**config.mk**
```make
export PLATFORM = sky130hd
export DESIGN_NAME = alu_arbiter
export DESIGN_NICKNAME = d
export VERILOG_FILES = /design/src/rtl/alu_arbiter.sv
export SDC_FILE = /design/constraint.sdc
export NUM_CORES = 1
export LEC_CHECK = 0
export BUFFER_PORTS_ARGS = -buffer_cell sky130_fd_sc_hd__buf_4
export CORE_AREA = 2 2 110 112
export DETAILED_ROUTE_END_ITERATION = 7
export DIE_AREA = 0 0 112 114
export PLACE_DENSITY_LB_ADDON = 0.25
export SKIP_LAST_GASP = 1
export SLEW_MARGIN = 20
export SYNTH_ARGS = -nofsm -noshare
export SYNTH_HDL_FRONTEND = slang
export SYNTH_SLANG_ARGS = --single-unit
export TNS_END_PERCENT = 50
```
**constraint.sdc**
```tcl
create_clock -name clk -period 1.9 [get_ports clk]
set_input_delay 0.095 -clock clk [delete_from_list [all_inputs] [get_ports clk]]
set_output_delay 0.095 -clock clk [all_outputs]
set_load 0.01 [all_outputs]
```
**src/rtl/alu_arbiter.sv**
```systemverilog
// Round-robin arbiter that shares one W-bit ALU between two requesters (IDLE -> EXEC -> RESP).
// Optional macro ALU_ARB_OPCHECK_EN: flag opcodes 6-15 as illegal and force an error response.
module alu_arbiter #(
    parameter int W = 32
) (
    input  logic         clk,
    input  logic         rst,
    input  logic         req0_valid,
    output logic         req0_ready,
    input  logic [3:0]   req0_op,
    input  logic [W-1:0] req0_a,
    input  logic [W-1:0] req0_b,
    input  logic         req1_valid,
    output logic         req1_ready,
    input  logic [3:0]   req1_op,
    input  logic [W-1:0] req1_a,
    input  logic [W-1:0] req1_b,
    output logic [W-1:0] alu_dat1,
    output logic [W-1:0] alu_dat2,
    output logic [3:0]   alu_control,
    input  logic [W-1:0] alu_result,
    input  logic         alu_z,
    input  logic         alu_n,
    output logic         rsp_valid,
    input  logic         rsp_ready,
    output logic         rsp_id,
    output logic [W-1:0] rsp_result,
    output logic         rsp_z,
    output logic         rsp_n,
    output logic         rsp_err
);

    typedef enum logic [1:0] {
        IDLE = 2'd0,
        EXEC = 2'd1,
        RESP = 2'd2
    } state_t;

    state_t       state_r;
    logic         prio_r;
    logic         id_r;
    logic [3:0]   op_r;
    logic [W-1:0] a_r;
    logic [W-1:0] b_r;
    logic         win0_s;
    logic         win1_s;
    logic [3:0]   sel_op_s;
    logic [W-1:0] sel_a_s;
    logic [W-1:0] sel_b_s;

`ifdef ALU_ARB_OPCHECK_EN
    logic illegal_r;

    function automatic logic op_illegal(input logic [3:0] op);
        return (op > 4'd5);
    endfunction
`endif

    // Grant: a lone requester always wins; on contention prio picks the port.
    always_comb begin
        win0_s = 1'b0;
        win1_s = 1'b0;
        if ((state_r == IDLE) && !rst) begin
            if (req0_valid && (!req1_valid || !prio_r)) begin
                win0_s = 1'b1;
            end else if (req1_valid) begin
                win1_s = 1'b1;
            end else begin
                win0_s = 1'b0;
                win1_s = 1'b0;
            end
        end else begin
            win0_s = 1'b0;
            win1_s = 1'b0;
        end
    end

    // Operand mux feeding the request latch.
    always_comb begin
        sel_op_s = req0_op;
        sel_a_s  = req0_a;
        sel_b_s  = req0_b;
        if (win1_s) begin
            sel_op_s = req1_op;
            sel_a_s  = req1_a;
            sel_b_s  = req1_b;
        end else begin
            sel_op_s = req0_op;
            sel_a_s  = req0_a;
            sel_b_s  = req0_b;
        end
    end

    assign req0_ready  = win0_s;
    assign req1_ready  = win1_s;
    assign alu_dat1    = a_r;
    assign alu_dat2    = b_r;
    assign alu_control = op_r;

`ifndef ALU_ARB_OPCHECK_EN
    assign rsp_err = 1'b0;
`endif

    // Arbitration FSM, request latch and response registers.
    always_ff @(posedge clk) begin
        if (rst) begin
            state_r    <= IDLE;
            prio_r     <= 1'b0;
            id_r       <= 1'b0;
            op_r       <= 4'd0;
            a_r        <= '0;
            b_r        <= '0;
            rsp_valid  <= 1'b0;
            rsp_id     <= 1'b0;
            rsp_result <= '0;
            rsp_z      <= 1'b0;
            rsp_n      <= 1'b0;
`ifdef ALU_ARB_OPCHECK_EN
            illegal_r  <= 1'b0;
            rsp_err    <= 1'b0;
`endif
        end else begin
            case (state_r)
                IDLE: begin
                    if (win0_s || win1_s) begin
                        id_r    <= win1_s;
                        op_r    <= sel_op_s;
                        a_r     <= sel_a_s;
                        b_r     <= sel_b_s;
                        prio_r  <= win0_s;
                        state_r <= EXEC;
`ifdef ALU_ARB_OPCHECK_EN
                        illegal_r <= op_illegal(sel_op_s);
`endif
                    end else begin
                        state_r <= IDLE;
                    end
                end
                EXEC: begin
                    rsp_valid <= 1'b1;
                    rsp_id    <= id_r;
                    state_r   <= RESP;
`ifdef ALU_ARB_OPCHECK_EN
                    if (illegal_r) begin
                        rsp_result <= {W{1'b1}};
                        rsp_z      <= 1'b0;
                        rsp_n      <= 1'b1;
                        rsp_err    <= 1'b1;
                    end else begin
                        rsp_result <= alu_result;
                        rsp_z      <= alu_z;
                        rsp_n      <= alu_n;
                        rsp_err    <= 1'b0;
                    end
`else
                    rsp_result <= alu_result;
                    rsp_z      <= alu_z;
                    rsp_n      <= alu_n;
`endif
                end
                RESP: begin
                    if (rsp_ready) begin
                        rsp_valid <= 1'b0;
                        state_r   <= IDLE;
                    end else begin
                        state_r   <= RESP;
                    end
                end
                default: begin
                    rsp_valid <= 1'b0;
                    state_r   <= IDLE;
                end
            endcase
        end
    end

endmodule

```
==> impl_metrics.json <==
{
  "setup_viol_count_final": 0,
  "slew_headroom_pct": 43.3,
  "place.gp.congestion": 0.758,
  "cp.depth": 4,
  "num_vias": 5566,
  "min_period_ps": 1760,
  "busiest_layer": "met2",
  "numCtsBuffers": 9,
  "ant_nets": 0,
  "critPathBufInv": 2,
  "grt_overflow": 0,
  "clk_latency_ps": 350,
  "post_drt_wl_per_cell_microns": 17.2,
  "dp_hpwl_mm": 11.1,
  "critPathTopFamily": "simple AND/OR/NAND/NOR gates",
  "antenna_found_initial": 0,
  "irDropWorstVdd_mv": 0.511,
  "cpPeakStageDelay_ps": 480,
  "worst_hold_slack_ps": 3.22,
  "coreArea_sq_um": 11700,
  "worstSetupEndpointType": "output pin",
  "synth_area_per_cell_sq_um": 8.08,
  "clock_skew_ps": 6.24,
  "grt_max_degree": 110,
  "worst_slack_ps": 139,
  "required_ps": 1800,
  "yosys_warnings": 0,
  "tightest_slew_ps": 851,
  "power.leakage_nw": 3.15,
  "yosysTopAreaCellShare_pct": 45.7,
  "grt_pass1_wl_mm": 27.1,
  "seq_area_frac_synth_pct": 45.7,
  "fp.dieW_microns": 112,
  "synth_area_leaders": "dfxtp_1 (46%), a311oi_1 (13%), a21oi_1 (11%)",
  "dr.pass1.iters": 5,
  "use_met3_pct": 6.00,
  "diodes": 0,
  "grt_use_met2_pct": 44.1,
  "drtIter0Drc": 347,
  "syn-instance-count": 585,
  "routed_wl_mm": 17.1,
  "rows": 40,
  "fin_cells": 998,
  "crit_fanout": 7,
  "numPortBuffers": 280,
  "areaGrowthSynthToFinish_pct": 58.6,
  "reg2reg_slack_ps": 230,
  "postPlaceCellArea_sq_um": 6920,
  "tritoncts": "built",
  "totalNegativeSetupSlack_ps": 0,
  "grt_pass1_vias": 5455,
  "r2r_start": "state_r[0]",
  "max_freq_ghz": 0.568,
  "synth_area_sq_um": 4730,
  "cts.sink_count": 108,
  "die-area_sq_um": 12800,
  "p_per_area_nw_per_um2": 832,
  "fin_crit_sh_pct": 92.7,
  "h-tree-depth": 3,
  "cts_root_buf": "clkbuf_16",
  "drcViolationCount": 0,
  "synth_nets": 760,
  "post_cts.repair.setup_buffers": 0,
  "layout_common_cells": "buf_4 (290), dfxtp_1 (108), a21oi_1 (105)",
  "r2r_cells": 5,
  "clk_pin_slew_worst_paths_ps": 70,
  "reg2reg_to": "alu_dat1[23]",
  "hold_violations": 0,
  "nNetsFinal": 1022,
  "io_pins": 282,
  "cp_common_cell": "buf_4",
  "hold_path_depth": 3,
  "finalPower_mw": 6.24,
  "ys_seq_elements": 108,
  "hp-class": "in2reg",
  "synthDistinctLibCells": 27,
  "grt_setup_unrepaired": "false",
  "worstSetupStartpointType": "register",
  "slowest_stage": "or3b_2",
  "worstSetupPathType": "reg2out",
  "worstHoldStart": "alu_result[6]",
  "synth_top_area_cell": "dfxtp_1",
  "start_util_pct": 40.4,
  "finish.utilization_pct": 64.0,
  "via_per_inst": 5.58,
  "drive_above_1_share_pct": 38.1,
  "final_common_cell": "buf_4",
  "dp_cells": 955,
  "outcome": "completed",
  "maxCapViolCount": 0,
  "crit_chain": "buf_4 > or3b_2 > a211oi_1 > buf_4",
  "cts_buffer_depth": 2,
  "slew_violations": 0,
  "grt_use_total_pct": 25.8,
  "holdPathEnd": "rsp_result[6]",
  "dp_slack_ps": 152,
  "arrival_ps": 1670,
  "dieHeight_microns": 114,
  "postLayoutCellArea_sq_um": 7500,
  "met1_usage_pct": 31.3
}
==> final cells by class <==
cell class                 instances  area, sq um
sequential                       108         2160
clock buffer                      10          239
timing repair buffer             327         2620
tap                              147          184
multi-input combinational        401         2240
fill                            1012         4210
clock inverter                     5         52.6
==> routing by layer <==
metal  share of wire, %  vias to the layer above
met1                 40                     2607
met3                7.7                       39
met5                  0                        -
li1                   -                     2672
met2                 49                      248
met4                3.0                        0
==> Yosys cell counts <==
library cell and instances:
a211oi_1 1, a21oi_1 105, a311oi_1 69, a32oi_1 1
and2_1 1, buf_1 2, buf_2 10, buf_4 5
buf_6 4, clkbuf_1 54, clkbuf_2 1, conb_1 1
dfxtp_1 108, nand2_1 70, nand2b_1 2, nand3_1 68
nor2_1 5, nor2_2 1, nor2b_1 4, nor3_1 1
nor4b_4 1, o21ai_0 58, o21ai_1 9, o21ai_2 1
or2_0 1, or3b_2 1, or4b_1 1
==> logic make-up (layout without fill, tap and decap cells) <==
kind of cell	count (synthesis)	in the layout	share of synthesized area, %
buffers and inverters	76	342	7.35
and+or+nand+nor	156	156	15.3
other	1	1	0.0793
DFF	108	108	45.7
AOI/OAI and AO/OA	244	244	31.5
==> worst register-to-register path, stage by stage (launching register included) <==
cell and delay (ps):
dfxtp_1 310, buf_4 160, nor4b_4 350, buf_4 320, nand3_1 130, a311oi_1 300
==> state kept, by name, indices dropped and copies added (netlist names) <==
| signal | cells |
|---|---|
| prio_r | 1 |
| alu_dat1 | 32 |
| alu_control | 4 |
| rsp_valid | 1 |
| state_r | 2 |
| rsp_z | 1 |
| id_r | 1 |
| rsp_id | 1 |
| rsp_result | 32 |
| rsp_n | 1 |
| alu_dat2 | 32 |
==> where the power goes <==
group / internal (mW) / total (mW) / switching, mW
clock network: 1.04 / 1.88 / 0.835
registers: 2.50 / 2.64 / 0.135
logic: 0.859 / 1.72 / 0.861
==> how the worst max path moves through the flow <==
stage                from  slack [ps]            to
2_1_floorplan  state_r[0]         260  alu_dat1[15]
3_3_place_gp   state_r[0]         210  alu_dat2[24]
3_5_place_dp   state_r[0]         150  alu_dat2[19]
4_1_cts        state_r[0]           1    req1_ready
5_1_grt        state_r[0]          70    req0_ready
6_report       state_r[0]         140    req0_ready
==> repair_timing <==
action	in CTS	in global routing
resized for setup	1	1
setup endpoints to repair	1	1
hold endpoints to repair	28	0
hold buffers	28	0
No activity file was read; power rests on OpenSTA's default activity.
